--- src/rtl/pixel_window_reader_pkg.sv ---
// Shared definitions for the pixel window reader: pixel memory address
// layout, channel codes, image geometry and the reader FSM state type.
package pixel_pkg;

  localparam int unsigned IMG_W   = 32;
  localparam int unsigned IMG_H   = 32;
  localparam int unsigned TAP_CNT = 9;
  localparam int unsigned COORD_W = 5;

  // Pixel memory address fields: [11:10] channel, [9:5] row, [4:0] col
  localparam int unsigned COL_LSB = 0;
  localparam int unsigned ROW_LSB = 5;
  localparam int unsigned CH_LSB  = 10;

  localparam logic [1:0] RED   = 2'b00;
  localparam logic [1:0] GREEN = 2'b01;
  localparam logic [1:0] BLUE  = 2'b10;

  typedef enum logic [1:0] {
    IDLE,
    RUN,
    DRAIN,
    DONE
  } rd_state_t;

  function automatic logic [CH_LSB+1:0] pix_addr(input logic [1:0]         ch,
                                                 input logic [COORD_W-1:0] row,
                                                 input logic [COORD_W-1:0] col);
    return {ch, row, col};
  endfunction

endpackage

--- src/rtl/pixel_win_counter.sv ---
// Nested window scan counters: kx fastest, then ky, then col, then row.
// Bounds depend on PIXEL_WIN_PAD_EN: defined -> positions 0..31 (padded),
// undefined -> positions 1..30 (valid convolution only).
module pixel_win_counter
  import pixel_pkg::*;
(
  input  logic               clk_i,
  input  logic               rst_i,
  input  logic               clear_i,
  input  logic               advance_i,
  output logic [1:0]         kx_o,
  output logic [1:0]         ky_o,
  output logic [COORD_W-1:0] col_o,
  output logic [COORD_W-1:0] row_o,
  output logic               last_tap_o,
  output logic               last_pixel_o
);

`ifdef PIXEL_WIN_PAD_EN
  localparam logic [COORD_W-1:0] COL_MIN = '0;
  localparam logic [COORD_W-1:0] COL_MAX = COORD_W'(IMG_W - 1);
  localparam logic [COORD_W-1:0] ROW_MIN = '0;
  localparam logic [COORD_W-1:0] ROW_MAX = COORD_W'(IMG_H - 1);
`else
  localparam logic [COORD_W-1:0] COL_MIN = COORD_W'(1);
  localparam logic [COORD_W-1:0] COL_MAX = COORD_W'(IMG_W - 2);
  localparam logic [COORD_W-1:0] ROW_MIN = COORD_W'(1);
  localparam logic [COORD_W-1:0] ROW_MAX = COORD_W'(IMG_H - 2);
`endif

  logic [1:0]         kx_q, kx_d, ky_q, ky_d;
  logic [COORD_W-1:0] col_q, col_d, row_q, row_d;

  // Next counter values: clear loads the frame start, advance steps the scan
  always_comb begin
    kx_d  = kx_q;
    ky_d  = ky_q;
    col_d = col_q;
    row_d = row_q;
    if (clear_i) begin
      kx_d  = '0;
      ky_d  = '0;
      col_d = COL_MIN;
      row_d = ROW_MIN;
    end else if (advance_i) begin
      if (kx_q == 2'd2) begin
        kx_d = '0;
        if (ky_q == 2'd2) begin
          ky_d = '0;
          if (col_q == COL_MAX) begin
            col_d = COL_MIN;
            row_d = (row_q == ROW_MAX) ? ROW_MIN : row_q + COORD_W'(1);
          end else begin
            col_d = col_q + COORD_W'(1);
          end
        end else begin
          ky_d = ky_q + 2'd1;
        end
      end else begin
        kx_d = kx_q + 2'd1;
      end
    end
  end

  // Counter registers, zeroed by reset
  always_ff @(posedge clk_i) begin
    if (!rst_i) begin
      kx_q  <= '0;
      ky_q  <= '0;
      col_q <= '0;
      row_q <= '0;
    end else begin
      kx_q  <= kx_d;
      ky_q  <= ky_d;
      col_q <= col_d;
      row_q <= row_d;
    end
  end

  assign kx_o         = kx_q;
  assign ky_o         = ky_q;
  assign col_o        = col_q;
  assign row_o        = row_q;
  assign last_tap_o   = (kx_q == 2'd2) && (ky_q == 2'd2);
  assign last_pixel_o = last_tap_o && (col_q == COL_MAX) && (row_q == ROW_MAX);

endmodule

--- src/rtl/pixel_window_reader.sv ---
// Raster-scan 3x3 window reader: fetches one tap per cycle from the pixel
// memory and streams it to the conv engine with tap/row/col tags.
// Optional zero padding selected by PIXEL_WIN_PAD_EN (inside pixel_win_counter).
module pixel_window_reader
  import pixel_pkg::*;
#(
  parameter int unsigned PIX_W  = 48,
  parameter int unsigned ADDR_W = 12
) (
  input  logic               clk,
  input  logic               rst,
  input  logic               start,
  output logic               busy,
  output logic               done,
  output logic               read_pixel_signal,
  output logic [ADDR_W-1:0]  pixel_addr,
  input  logic [PIX_W-1:0]   read_pixel_data,
  output logic               win_valid,
  input  logic               win_ready,
  output logic [PIX_W-1:0]   win_data,
  output logic [3:0]         win_tap,
  output logic [COORD_W-1:0] win_row,
  output logic [COORD_W-1:0] win_col,
  output logic               win_last_tap,
  output logic               win_last_pixel
);

  rd_state_t state_q, state_d;

  logic [1:0]         kx, ky;
  logic [COORD_W-1:0] row, col, sr, sc;
  logic               cnt_last_tap, cnt_last_pixel;
  logic               load, clear, src_ok, rd_en;
  logic               row_lo, row_hi, col_lo, col_hi;
  logic [ADDR_W-1:0]  rd_addr, addr_q;

  logic               valid_q, last_tap_q, last_pixel_q;
  logic [PIX_W-1:0]   data_q;
  logic [3:0]         tap_q;
  logic [COORD_W-1:0] row_q, col_q;

  assign load  = (state_q == RUN) && (!valid_q || win_ready);
  assign clear = (state_q == IDLE) && start;

  pixel_win_counter u_cnt (
    .clk_i        (clk),
    .rst_i        (rst),
    .clear_i      (clear),
    .advance_i    (load),
    .kx_o         (kx),
    .ky_o         (ky),
    .col_o        (col),
    .row_o        (row),
    .last_tap_o   (cnt_last_tap),
    .last_pixel_o (cnt_last_pixel)
  );

  // Source tap lies outside the image only at the frame border
  assign row_lo  = (row == '0) && (ky == 2'd0);
  assign row_hi  = (row == COORD_W'(IMG_H - 1)) && (ky == 2'd2);
  assign col_lo  = (col == '0) && (kx == 2'd0);
  assign col_hi  = (col == COORD_W'(IMG_W - 1)) && (kx == 2'd2);
  assign src_ok  = !(row_lo || row_hi || col_lo || col_hi);
  assign sr      = row + COORD_W'(ky) - COORD_W'(1);
  assign sc      = col + COORD_W'(kx) - COORD_W'(1);
  assign rd_en   = load && src_ok;
  assign rd_addr = ADDR_W'(pix_addr(RED, sr, sc));

  // FSM state register
  always_ff @(posedge clk) begin
    if (!rst) state_q <= IDLE;
    else      state_q <= state_d;
  end

  // FSM next-state logic
  always_comb begin
    state_d = state_q;
    unique case (state_q)
      IDLE:    if (start) state_d = RUN;
      RUN:     if (load && cnt_last_pixel) state_d = DRAIN;
      DRAIN:   if (valid_q && win_ready) state_d = DONE;
      DONE:    state_d = IDLE;
      default: state_d = IDLE;
    endcase
  end

  // FSM outputs; address is live on read cycles and held otherwise
  always_comb begin
    busy              = (state_q == RUN) || (state_q == DRAIN);
    done              = (state_q == DONE);
    read_pixel_signal = rd_en;
    pixel_addr        = rd_en ? rd_addr : addr_q;
  end

  // Single-entry output register and held read address
  always_ff @(posedge clk) begin
    if (!rst) begin
      addr_q       <= '0;
      valid_q      <= 1'b0;
      data_q       <= '0;
      tap_q        <= '0;
      row_q        <= '0;
      col_q        <= '0;
      last_tap_q   <= 1'b0;
      last_pixel_q <= 1'b0;
    end else begin
      if (rd_en) addr_q <= rd_addr;
      if (load) begin
        valid_q      <= 1'b1;
        data_q       <= src_ok ? read_pixel_data : '0;
        tap_q        <= 4'({ky, 1'b0}) + 4'(ky) + 4'(kx);
        row_q        <= row;
        col_q        <= col;
        last_tap_q   <= cnt_last_tap;
        last_pixel_q <= cnt_last_pixel;
      end else if (win_ready) begin
        valid_q <= 1'b0;
      end
    end
  end

  assign win_valid      = valid_q;
  assign win_data       = data_q;
  assign win_tap        = tap_q;
  assign win_row        = row_q;
  assign win_col        = col_q;
  assign win_last_tap   = last_tap_q;
  assign win_last_pixel = last_pixel_q;

endmodule

--- config.mk ---
export PLATFORM = sky130hd
export DESIGN_NAME = pixel_window_reader
export DESIGN_NICKNAME = d
export VERILOG_FILES = /design/src/rtl/pixel_window_reader_pkg.sv /design/src/rtl/pixel_win_counter.sv /design/src/rtl/pixel_window_reader.sv
export SDC_FILE = /design/constraint.sdc
export NUM_CORES = 1
export LEC_CHECK = 0
export CELL_PAD_IN_SITES_DETAIL_PLACEMENT = 1
export CELL_PAD_IN_SITES_GLOBAL_PLACEMENT = 2
export CORE_MARGIN = 5
export CORE_UTILIZATION = 27
export DETAILED_ROUTE_END_ITERATION = 10
export PLACE_DENSITY_LB_ADDON = 0.1
export SYNTH_ARGS = -nofsm -noshare
export SYNTH_HDL_FRONTEND = slang
export SYNTH_SLANG_ARGS = --single-unit
--- constraint.sdc ---
create_clock -name clk -period 3 [get_ports clk]
set_input_delay 0.75 -clock clk [delete_from_list [all_inputs] [get_ports clk]]
set_output_delay 0.75 -clock clk [all_outputs]
set_load 0.005 [all_outputs]
## Word-level counts from Yosys, hierarchy flattened

Cells that the tools add are included.
Widths: inputs -> output; s select.

| storage, ports and cells | value |
|---|---|
| word-level logic and storage cells | 95 |
| input bits | 52 |
| flip-flop bits (word level) | 93 |
| output and inout bits | 80 |

| cells by class | value |
|---|---|
| multiplexer cells | 21 |
| bitwise logic cells | 1 |
| reductions and logical operators | 36 |
| eq/ne operators | 12 |
| $add $sub $neg | 10 |

Operators with widths:

| operator | count |
|---|---|
| $mux 48 | 1 |
| $eq 5x5->1 const B | 4 |
| $logic_and 1x1->1 | 12 |
| $mux 12 | 1 |
| $mux 1 | 11 |
| $add 5x1->5 const B | 2 |
| $add 5x2->5 | 2 |
| $logic_not 5->1 | 2 |
| $mux 2 | 5 |
| $mux 5 | 2 |
| $reduce_bool 2->1 | 5 |
| $sub 5x1->5 const B | 2 |
| $reduce_and 3->1 | 3 |
| $eq 2x2->1 const B | 4 |
| $pmux 2 s4 | 1 |
| $reduce_and 4->1 | 2 |
| $logic_not 2->1 | 3 |
| $logic_or 1x1->1 | 5 |
| $add 2x1->2 const B | 2 |
| $add 3x2->4 | 1 |
| $add 4x2->4 | 1 |
| $ne 2x2->1 const B | 2 |
| $eq 2x1->1 const B | 1 |
| $logic_not 1->1 | 2 |
| 4 further kinds | 4 |

## Depth between registers and ports, before layout

Gate-level depths: netlist of run 1.

| logic depth | value |
|---|---|
| depth in word-level cells | 8 |
| mapped depth | 9 |
| gate-level depth less buffers | 9 |

## Cells and area by module

From an unflattened synthesis of run 1, not the netlist that was laid out.

| second synthesis, totals | value |
|---|---|
| cell total of the unflattened synthesis | 417 |
| area, all modules | 4110.2 um^2 |

Modules (own cells, without submodules):

| module | area each (um^2) | cells an instance | times used | sequential area each (um^2) |
|---|---|---|---|---|
| pixel_window_reader | 3384.5 | 333 | 1 | 1581.5 |
| pixel_win_counter | 725.7 | 84 | 1 | 280.3 |

## Least setup slack after synthesis of run 1

OpenSTA, ideal clock, no wires.

| timing | value |
|---|---|
| kind | in2out |
| start | input win_ready |
| end | output pixel_addr[6] |
| buffers on the path | 1 |
| data required time | 2250 ps |
| cell stages on the path | 5 |
| setup slack | 389 ps |
| data arrival time | 1861 ps |
| cells stage by stage | nor2b_1 > nor2_2 > o2111a_1 > buf_2 > mux2_1 |

| on the way | value |
|---|---|
| longest elaborated chain between the ends | 4 |

RTL lines:

| item | line | text |
|---|---|---|
| start: declaration | pixel_window_reader.sv:19 | `input logic win_ready,` |
| $logic_or 1x1->1 | pixel_window_reader.sv:42 | `assign load = (state_q == RUN) && (!valid_q \|\| win_ready);` |
| $logic_and 1x1->1 | pixel_window_reader.sv:42 |  |
| $logic_and 1x1->1 | pixel_window_reader.sv:66 | `assign rd_en = load && src_ok;` |
| $mux 12 | n/a |  |
| end: declaration | pixel_window_reader.sv:16 | `output logic [ADDR_W-1:0] pixel_addr,` |

Every way passes these cells.

## Worst setup path after layout of run 1

| timing | value |
|---|---|
| start | register u_cnt.col_q[2], in the netlist u_cnt.col_o[2] |
| end | output pixel_addr[1] |

| on the way | value |
|---|---|
| longest elaborated chain between the ends | 7 |
| elaborated cells between the ends (all ways) | 9 |
| those cells by class | eq/ne: 1; mux: 1; reduce/logical: 7 |

RTL lines:

| item | line | text |
|---|---|---|
| start: declaration | pixel_win_counter.sv:32 | `logic [COORD_W-1:0] col_q, col_d, row_q, row_d;` |
| start signal: assignment | pixel_win_counter.sv:75 | `col_q <= col_d;` |
| $logic_not 5->1 | pixel_window_reader.sv:61 | `assign col_lo = (col == '0) && (kx == 2'd0);` |
| $logic_and 1x1->1 | pixel_window_reader.sv:61 |  |
| $logic_or 1x1->1 | pixel_window_reader.sv:63 | `assign src_ok = !(row_lo \|\| row_hi \|\| col_lo \|\| col_hi);` |
| $logic_or 1x1->1 (*) | pixel_window_reader.sv:63 |  |
| $logic_not 1->1 (*) | pixel_window_reader.sv:63 |  |
| $logic_and 1x1->1 (*) | pixel_window_reader.sv:66 |  |
| $mux 12 (*) | n/a |  |

Mark *: on every way between the ends. The rest lies on a longest branch, timed or not.

==> impl_metrics.env, run 1 <==
export IMPL_status="completed"
export IMPL_yosys_area_top_type="dfxtp_1"
export IMPL_area_growth_pct=59.5
export IMPL_coreArea_um2=14500
export IMPL_final_area_um2=6380
export IMPL_synth_cells=435
export IMPL_final_antenna_net_count=0
export IMPL_cp_slowest_cell="dfxtp_2"
export IMPL_dieHeight_um=132
export IMPL_p_leak_nw=2.50
export IMPL_cp_num_buf_inv=3
export IMPL_wl_um=13200
export IMPL_clk_latency_ps=350
export IMPL_dr_pass1_iters=6
export IMPL_synth_area_leaders="dfxtp_1 (47%), ha_1 (10%), a22oi_1 (9.2%), nor2_1 (5.6%), nand2_1 (3.8%)"
export IMPL_worst_path_stages=9
export IMPL_post_dp_cell_area_um2=5800
export IMPL_drt_initial_drc_count=73
export IMPL_gr_total_overflow=0
export IMPL_hold_viol=0
export IMPL_reg2reg_from="u_cnt.col_o[1]"
export IMPL_maxSlewViolCount=0
export IMPL_finalSetupViolations=0
export IMPL_ys_async_sr_fraction_pct=0
export IMPL_die_area_um2=17400
export IMPL_min_period_ps=2980
export IMPL_slew_headroom_pct=72.2
export IMPL_worst_pin_slew_ps=416
export IMPL_r2r_end="state_q[1]"
export IMPL_ys_seq_elements=93
export IMPL_hold_class="flip-flop to flip-flop"
export IMPL_initial_core_util_pct=27.5
export IMPL_startpoint_type="flip-flop"
export IMPL_synthesis_area_um2=4000
export IMPL_crit_required_ps=2250
export IMPL_path_cells="ha_4 > and2_4 > ha_4 > a32oi_2 > o2111a_2 > buf_12 > buf_6 > mux2_4 > buf_6"
export IMPL_use_met2_pct=26.2
export IMPL_cp_endpoint="pixel_addr[1]"
export IMPL_grt_pass1_wl_um=21200
export IMPL_max_freq_mhz=335
export IMPL_vdd_ir_drop_max_uv=266
export IMPL_dp_hpwl_um=9620
export IMPL_syn_avg_cell_area_um2=9.20
export IMPL_power_mw=3.66
export IMPL_clk_path_buf_depth=2
export IMPL_r2r_cells=8
export IMPL_synth_cell_types=41
export IMPL_routabilityCongestion=0.786
export IMPL_yosysTopAreaCellShare_pct=46.5
export IMPL_yosysSeqAreaShare_pct=46.5
export IMPL_grt_use_met3_pct=4.39
export IMPL_startpoint="u_cnt.col_o[2]"
export IMPL_ioPinCount=132
export IMPL_syn_nets=524
export IMPL_met1_usage_pct=17.9
export IMPL_grt_busiest_layer="met2"
export IMPL_holdCritStartpoint="win_row[3]"
export IMPL_root_buffer="clkbuf_16"
export IMPL_nets=696
export IMPL_detail_route_vias_per_cell=4.60
export IMPL_synth_flop_cell="dfxtp_1"
export IMPL_ff2ff_setup_slack_ps=770
export IMPL_n_antenna_cell=0
export IMPL_worstPathArrival_ps=2230
export IMPL_rsz0062_at_grt="yes"
export IMPL_cts_tree="done"
export IMPL_cts_buffers=9
export IMPL_vias=3659
export IMPL_first_global_vias=3985
export IMPL_num_fill_cells=1666
export IMPL_wl_per_cell_um=16.6
export IMPL_clkSinkCount=93
export IMPL_p_per_area_nw_per_um2=574
export IMPL_crit_type="flip-flop to output port"
export IMPL_num_rows=44
export IMPL_endpoint_kind="output port"
export IMPL_yosysWarningCount=0
export IMPL_antenna_found_initial=1
export IMPL_clkSlewWorstSetupHoldPaths_ps=70
export IMPL_skew_ps=6.08
export IMPL_cts_hold_buf=0
export IMPL_drc=0
export IMPL_drive_above_1_share_pct=21.2
export IMPL_io_buffers=131
export IMPL_multiInputGateArea_um2=2100
export IMPL_crit_family="compound AO/OA/AOI/OAI gates"
export IMPL_htreeDepth=3
export IMPL_period_share_pct=99.5
export IMPL_track_usage_pct=15.1
export IMPL_die_x_um=132
export IMPL_synth_edf_count=0
export IMPL_grt_max_degree=51
export IMPL_crit_fanout=5
export IMPL_cap_violations=0
export IMPL_seq_area_um2=1870
export IMPL_slowest_delay_ps=340
## cells by family (layout without fill, tap and decap cells)
logic type	after synthesis	count (layout)	synth area share, %
and+or+nand+nor	140	140	15.7
DFF	93	93	46.5
AOI/OAI and AO/OA	92	92	15.4
buffers and inverters	53	230	5.19
adders and majority gates	37	37	12.3
muxes	12	12	3.13
xor gates and xnor gates	8	8	1.75
## tightest hold or removal path, delay by kind of cell, from the launching register on
family             cells  cell delay, ps
AOI/OAI and AO/OA      1              50
DFF                    1             310
and+or+nand+nor        1              50
## routing by layer
metal	wire length [um]	vias up	part of all wire (%)
met5	7	-	0.053
met4	224	2	1.7
met3	777	16	5.9
met2	6530	80	49
met1	5690	1740	43
li1	-	1821	-
## registers in the layout (all words and copies together), names as in the netlist
register / cells
win_data: 48
win_tap: 4
win_last_pixel: 1
u_cnt.col_o: 5
u_cnt.ky_o: 2
win_last_tap: 1
win_valid: 1
win_col: 5
win_row: 5
u_cnt.kx_o: 2
addr_q: 12
u_cnt.row_o: 5
state_q: 2
## synthesized netlist by cell type, drive strengths merged, types with 2 or more instances
library cell,number
nand4,2
a21oi,30
and2,10
nor2,61
inv,28
xnor2,6
nor3,5
a22oi,49
nor2b,4
clkbuf,16
dfxtp,93
or4,2
buf,9
mux2i,8
nand3,8
ha,33
nor3b,2
mux2,4
o21bai,2
fa,4
nand2,41
a211oi,3
xor2,2
o21ai,4
## cell usage in the layout (no fill, tap or decap), drive strengths merged, types with 10 or more instances in the layout
master         count
clkbuf            12
and2              10
a22oi             49
nor2              61
buf               66
dfxtp             93
nand2             41
a21oi             30
inv               30
ha                33
clkdlybuf4s50    117
## power breakdown
group          internal, mW  switching (mW)  leakage (nW)  total (mW)
logic                 0.466           0.565          1.58        1.03
clock network         0.763           0.521         0.165        1.28
registers              1.31          0.0416         0.754        1.35
total                  2.54            1.13          2.50        3.66
## layout make-up
class                      count  share of cell area, %
multi-input combinational    289                   32.9
sequential                    93                   29.3
timing repair buffer         186                   27.3
clock buffer                  10                   3.74
tap                          184                   3.61
inverter                      28                   1.69
clock inverter                 6                   1.47
## worst min path at each step
stage	endpoint	slack, ps	cells past startpoint
after global routing	win_row[3]	490	2
final	win_row[3]	460	2
after floorplan	addr_q[10]	450	1
after detailed placement	win_row[2]	450	2
after CTS	win_row[2]	460	2
after global placement	win_row[3]	440	2
## through the flow
step / setup WS (ps) / setup TNS (ps) / hold slack (ps) / instances / utilization, %
3_5_place_dp: -400 / -4400 / 452 / 768 / 39.9
4_1_cts: -162 / -571 / 461 / 795 / 43.2
2_1_floorplan: 389 / 0 / 452 / 435 / -
6_report: 15.8 / 0 / 457 / 796 / 43.9
5_1_grt: -51.2 / -200 / 486 / 796 / 43.9
3_3_place_gp: -369 / -3970 / 441 / 768 / 39.9
## repair_timing
item                                    CTS  global route
resized for setup                        75            32
pin swaps                                 4            12
endpoints found under the setup margin   13            13
setup buffers                            11             3
(Power assumes the default switching activity.)
==> run 2, diff against run 1 <==
- CORE_MARGIN: 5 -> 2
- SETUP_SLACK_MARGIN: not set -> 0.05
==> impl_metrics.env, run 2 (synthesized netlist as in run 1, its figures left out) <==
export IMPL_status="complete, but fails checks"
export IMPL_violations="negative setup slack"
export IMPL_io_buffers=131
export IMPL_gr_total_overflow=0
export IMPL_die_area_um2=15800
export IMPL_crit_fanout=4
export IMPL_max_freq_mhz=331
export IMPL_period_share_pct=101
export IMPL_fin_util_pct=44.4
export IMPL_mostFrequentLayoutCells="clkdlybuf4s50_1 (117), dfxtp_1 (85), nor2_1 (58)"
export IMPL_num_rows=44
export IMPL_antenna_found_initial=0
export IMPL_p_switching_mw=1.14
export IMPL_cts_hold_buf=0
export IMPL_routabilityCongestion=0.806
export IMPL_initial_core_util_pct=27.6
export IMPL_p_leak_nw=2.50
export IMPL_holdWs_ps=456
export IMPL_layout_setup_ws_ps=-22.4
export IMPL_coreArea_um2=14500
export IMPL_root_buffer="clkbuf_16"
export IMPL_htreeDepth=3
export IMPL_tns_ps=-22.7
export IMPL_dieHeight_um=126
export IMPL_clkSlewWorstSetupHoldPaths_ps=60
export IMPL_seqPwrFrac_pct=36.7
export IMPL_final_antenna_net_count=0
export IMPL_dr_pass1_iters=4
export IMPL_detail_route_vias_per_cell=4.70
export IMPL_grt_pass1_wl_um=20900
export IMPL_track_usage_pct=16.7
export IMPL_clk_latency_ps=350
export IMPL_grt_max_degree=59
export IMPL_first_global_vias=3899
export IMPL_instances_no_fill=795
export IMPL_wl_um=13000
export IMPL_crit_type="flip-flop to output port"
export IMPL_slew_headroom_pct=65.8
export IMPL_cap_violations=0
export IMPL_skew_ps=7.88
export IMPL_hold_viol=0
export IMPL_hold_class="flip-flop to flip-flop"
export IMPL_area_growth_pct=60.7
export IMPL_nets=695
export IMPL_cts_tree="done"
export IMPL_cell_internal_pwr_mw=2.55
export IMPL_crit_required_ps=2250
export IMPL_multiInputGateArea_um2=2140
export IMPL_min_period_ps=3020
export IMPL_p_comb_share_pct=29.6
export IMPL_drc=0
export IMPL_drive_above_1_share_pct=22.3
export IMPL_cts_buffers=9
export IMPL_maxSlewViolCount=0
export IMPL_seq_area_um2=1870
export IMPL_power_mw=3.69
export IMPL_ioPinCount=132
export IMPL_drt_initial_drc_count=133
export IMPL_clkSinkCount=93
export IMPL_finalSetupViolations=2
export IMPL_worstPathArrival_ps=2270
export IMPL_startpoint_type="flip-flop"
export IMPL_clock_power_share_pct=33.8
export IMPL_vias=3734
export IMPL_endpoint_kind="output port"
export IMPL_largest_register_ffs=48
export IMPL_n_antenna_cell=0
export IMPL_p_sw_share_pct=31.0
export IMPL_final_common_cell="clkdlybuf4s50_1"
export IMPL_rsz0062_at_grt="yes"
export IMPL_num_fill_cells=1635
export IMPL_wl_per_cell_um=16.3
export IMPL_placedCellCount=766
export IMPL_die_x_um=126
export IMPL_vdd_ir_drop_max_uv=265
export IMPL_worst_pin_slew_ps=511
export IMPL_p_per_area_nw_per_um2=574
export IMPL_dp_hpwl_um=9090
export IMPL_clk_path_buf_depth=2
run 2: cell count changes in the layout (fill, tap and decap cells not counted), sizes merged:
| cell | delta |
|---|---|
| clkbuf | -1 |
| clkinv | -1 |
| clkdlybuf4s15 | +1 |
run 2: final cells by class:
class | instances | area share, %
Clock buffer | 11 | 3.62
Clock inverter | 5 | 1.28
Inverter | 28 | 1.67
Multi-Input combinational cell | 289 | 33.2
Sequential cell | 93 | 29.1
Tap cell | 184 | 3.58
Timing Repair Buffer | 185 | 27.5
run 2: worst paths after layout:
kind | start | endpoint | slack [ps] | depth (start not counted)
worst max-delay path | u_cnt.col_o[1] | pixel_addr[9] | -20 | 9
worst min-delay path | win_col[0] | win_col[0] | 460 | 2
worst max register to register | u_cnt.col_o[1] | win_data[3] | 740 | 10
worst min register to register | win_col[0] | win_col[0] | 460 | 2
run 2: worst max-delay path, stage by stage, from the launching register on:
cell and delay [ps]:
dfxtp_4 360, ha_4 160, and2_4 140, ha_4 150, a32oi_2 200, o2111a_2 270
buf_6 140, buf_6 90, mux2_4 290, buf_6 120
run 2: what timing repair did:
action,CTS,global route
pin swaps,7,10
setup buffers,8,5
resized for setup,100,28
endpoints found under the setup margin,13,13
run 2: power by group through the flow:
stage | sequential [mW] | clock (mW) | combinational (mW)
CTS | 1.35 | 1.29 | 1.06
floorplan | 1.38 | 0 | 0.484
detailed placement | 1.38 | 0 | 1.00
finish | 1.35 | 1.25 | 1.09
global route | 1.36 | 1.34 | 1.21
global placement | 1.37 | 0 | 0.985
run 2: through the flow:
stage / instance area [um2] / worst slack, ps
floorplan: 4000 / 389
global placement: 5790 / -364
detailed placement: 5790 / -399
CTS: 6300 / -57.8
global route: 6430 / -79.7
finish: 6430 / -22.4
run 2: metal layers:
layer	global-route usage [%]	wire length, um	vias up
met5	0	0	-
met4	6.85	261	0
met3	4.63	750	16
met2	27.4	6180	89
met1	20.9	5800	1802
li1	-	-	1827
==> run 3, diff against run 2 <==
- CORE_UTILIZATION: 27 -> 28
- CTS_BUF_LIST: not set -> sky130_fd_sc_hd__clkbuf_4 sky130_fd_sc_hd__clkbuf_8
==> impl_metrics.env, run 3 (synthesized netlist as in run 1, its figures left out) <==
export IMPL_status="completed"
export IMPL_first_global_vias=3847
export IMPL_worstPathArrival_ps=2250
export IMPL_clk_path_buf_depth=2
export IMPL_grt_busiest_layer="met2"
export IMPL_cell_internal_pwr_mw=2.26
export IMPL_p_switching_mw=1.08
export IMPL_nets=699
export IMPL_p_per_area_nw_per_um2=533
export IMPL_cap_violations=0
export IMPL_r2r_cells=11
export IMPL_htreeDepth=3
export IMPL_num_fill_cells=1604
export IMPL_vias=3747
export IMPL_finalSetupViolations=0
export IMPL_track_usage_pct=17.1
export IMPL_post_dp_cell_area_um2=5780
export IMPL_use_met2_pct=26.6
export IMPL_gr_total_overflow=0
export IMPL_cts_tree="done"
export IMPL_initial_core_util_pct=28.7
export IMPL_die_area_um2=15300
export IMPL_dieHeight_um=124
export IMPL_routabilityCongestion=0.777
export IMPL_coreArea_um2=13900
export IMPL_min_period_ps=3000
export IMPL_final_area_um2=6280
export IMPL_grt_pass1_wl_um=20000
export IMPL_max_freq_mhz=333
export IMPL_startpoint="u_cnt.col_o[1]"
export IMPL_wl_per_cell_um=16.3
export IMPL_seqPwrFrac_pct=40.4
export IMPL_dp_slack_ps=-359
export IMPL_ioPinCount=132
export IMPL_dp_hpwl_um=9220
export IMPL_skew_ps=7.81
export IMPL_maxSlewViolCount=0
export IMPL_hold_viol=0
export IMPL_final_antenna_net_count=0
export IMPL_startpoint_type="flip-flop"
export IMPL_path_cells="ha_4 > and2_4 > ha_4 > a32oi_2 > o2111a_2 > buf_12 > mux2_4 > buf_6"
export IMPL_antenna_found_initial=1
export IMPL_drive_above_1_share_pct=21.7
export IMPL_cts_buffers=9
export IMPL_clock_power_share_pct=28.4
export IMPL_met1_usage_pct=22.5
export IMPL_worst_pin_slew_ps=549
export IMPL_clkSinkCount=93
export IMPL_rsz0062_at_grt="yes"
export IMPL_period_share_pct=100
export IMPL_cp_endpoint="pixel_addr[9]"
export IMPL_final_common_cell="clkdlybuf4s50_1"
export IMPL_crit_fanout=5
export IMPL_holdWs_ps=460
export IMPL_vdd_ir_drop_max_uv=203
export IMPL_fin_util_pct=45.0
export IMPL_power_mw=3.34
export IMPL_slowest_delay_ps=370
export IMPL_r2r_end="win_data[3]"
export IMPL_layout_setup_ws_ps=0.739
export IMPL_num_rows=43
export IMPL_hold_class="flip-flop to flip-flop"
export IMPL_crit_path_frequent_cell="ha_4"
export IMPL_largest_register_ffs=48
export IMPL_p_leak_nw=2.45
export IMPL_p_comb_share_pct=31.2
export IMPL_clk_latency_ps=370
export IMPL_dr_pass1_iters=6
export IMPL_mostFrequentLayoutCells="clkdlybuf4s50_1 (117), dfxtp_1 (85), nor2_1 (59)"
export IMPL_slew_headroom_pct=63.3
export IMPL_crit_required_ps=2250
export IMPL_crit_type="flip-flop to output port"
export IMPL_grt_use_met3_pct=5.21
export IMPL_ff2ff_setup_slack_ps=740
export IMPL_p_sw_share_pct=32.3
export IMPL_grt_max_degree=47
export IMPL_drc=0
export IMPL_reg2reg_from="u_cnt.col_o[1]"
export IMPL_die_x_um=124
export IMPL_area_growth_pct=56.8
export IMPL_wl_um=13000
export IMPL_cp_slowest_cell="dfxtp_4"
export IMPL_drt_initial_drc_count=139
export IMPL_detail_route_vias_per_cell=4.71
export IMPL_endpoint_kind="output port"
export IMPL_io_buffers=131
export IMPL_root_buffer="clkbuf_8"
export IMPL_clkSlewWorstSetupHoldPaths_ps=90
[run 3: per-layer routing]
metal  part of all wire (%)  wire [um]  up-vias
met4                    1.5        198        0
li1                       -          -     1823
met2                     46       5940       98
met1                     46       5950     1811
met5                      0          0        -
met3                    7.0        907       15
[run 3: timing repair]
item                       4_1_cts  5_1_grt
gates resized for setup         97       16
hold buffers                     0        0
pin swaps                        5        8
setup buffers                   13        5
setup endpoints to repair       13       13
[run 3: power groups by stage]
| stage | clock [mW] | combinational [mW] | sequential (mW) |
|---|---|---|---|
| floorplan | 0 | 0.484 | 1.38 |
| CTS | 0.986 | 1.05 | 1.35 |
| finish | 0.949 | 1.04 | 1.35 |
| detailed placement | 0 | 0.991 | 1.38 |
| global placement | 0 | 0.975 | 1.37 |
| global route | 1.03 | 1.16 | 1.36 |
[run 3: cell type report]
cell class                      instances  area (um2)  area share, %
Multi-Input combinational cell        289        2070           32.9
Sequential cell                        93        1880           29.9
Timing Repair Buffer                  189        1780           28.4
Tap cell                              180         225           3.59
Clock buffer                           10         131           2.09
Inverter                               28         108           1.71
Clock inverter                          5        83.8           1.34
Antenna cell                            1        2.50         0.0399
[run 3: worst max-delay path, delay by kind of cell (launching register included)]
| family | cells | cell delay, ps |
|---|---|---|
| muxes | 1 | 310 |
| AOI/OAI and AO/OA | 2 | 470 |
| DFF | 1 | 370 |
| buffers and inverters | 2 | 270 |
| adders and majority gates | 2 | 310 |
| and+or+nand+nor | 1 | 160 |
[run 3: how the worst min path moves through the flow]
stage,start,to,cells after the start
global placement,win_tap[3],win_tap[3],2
detailed placement,win_tap[3],win_tap[3],2
CTS,win_tap[3],win_tap[3],2
floorplan,addr_q[10],addr_q[10],1
finish,win_col[4],win_col[4],2
global route,win_col[1],win_col[1],2
[run 3: metrics by stage]
stage	instances	TNS [ps]
after floorplan	435	0
after global placement	762	-3660
after detailed placement	762	-3980
after CTS	790	-297
after global routing	795	-688
final	795	0
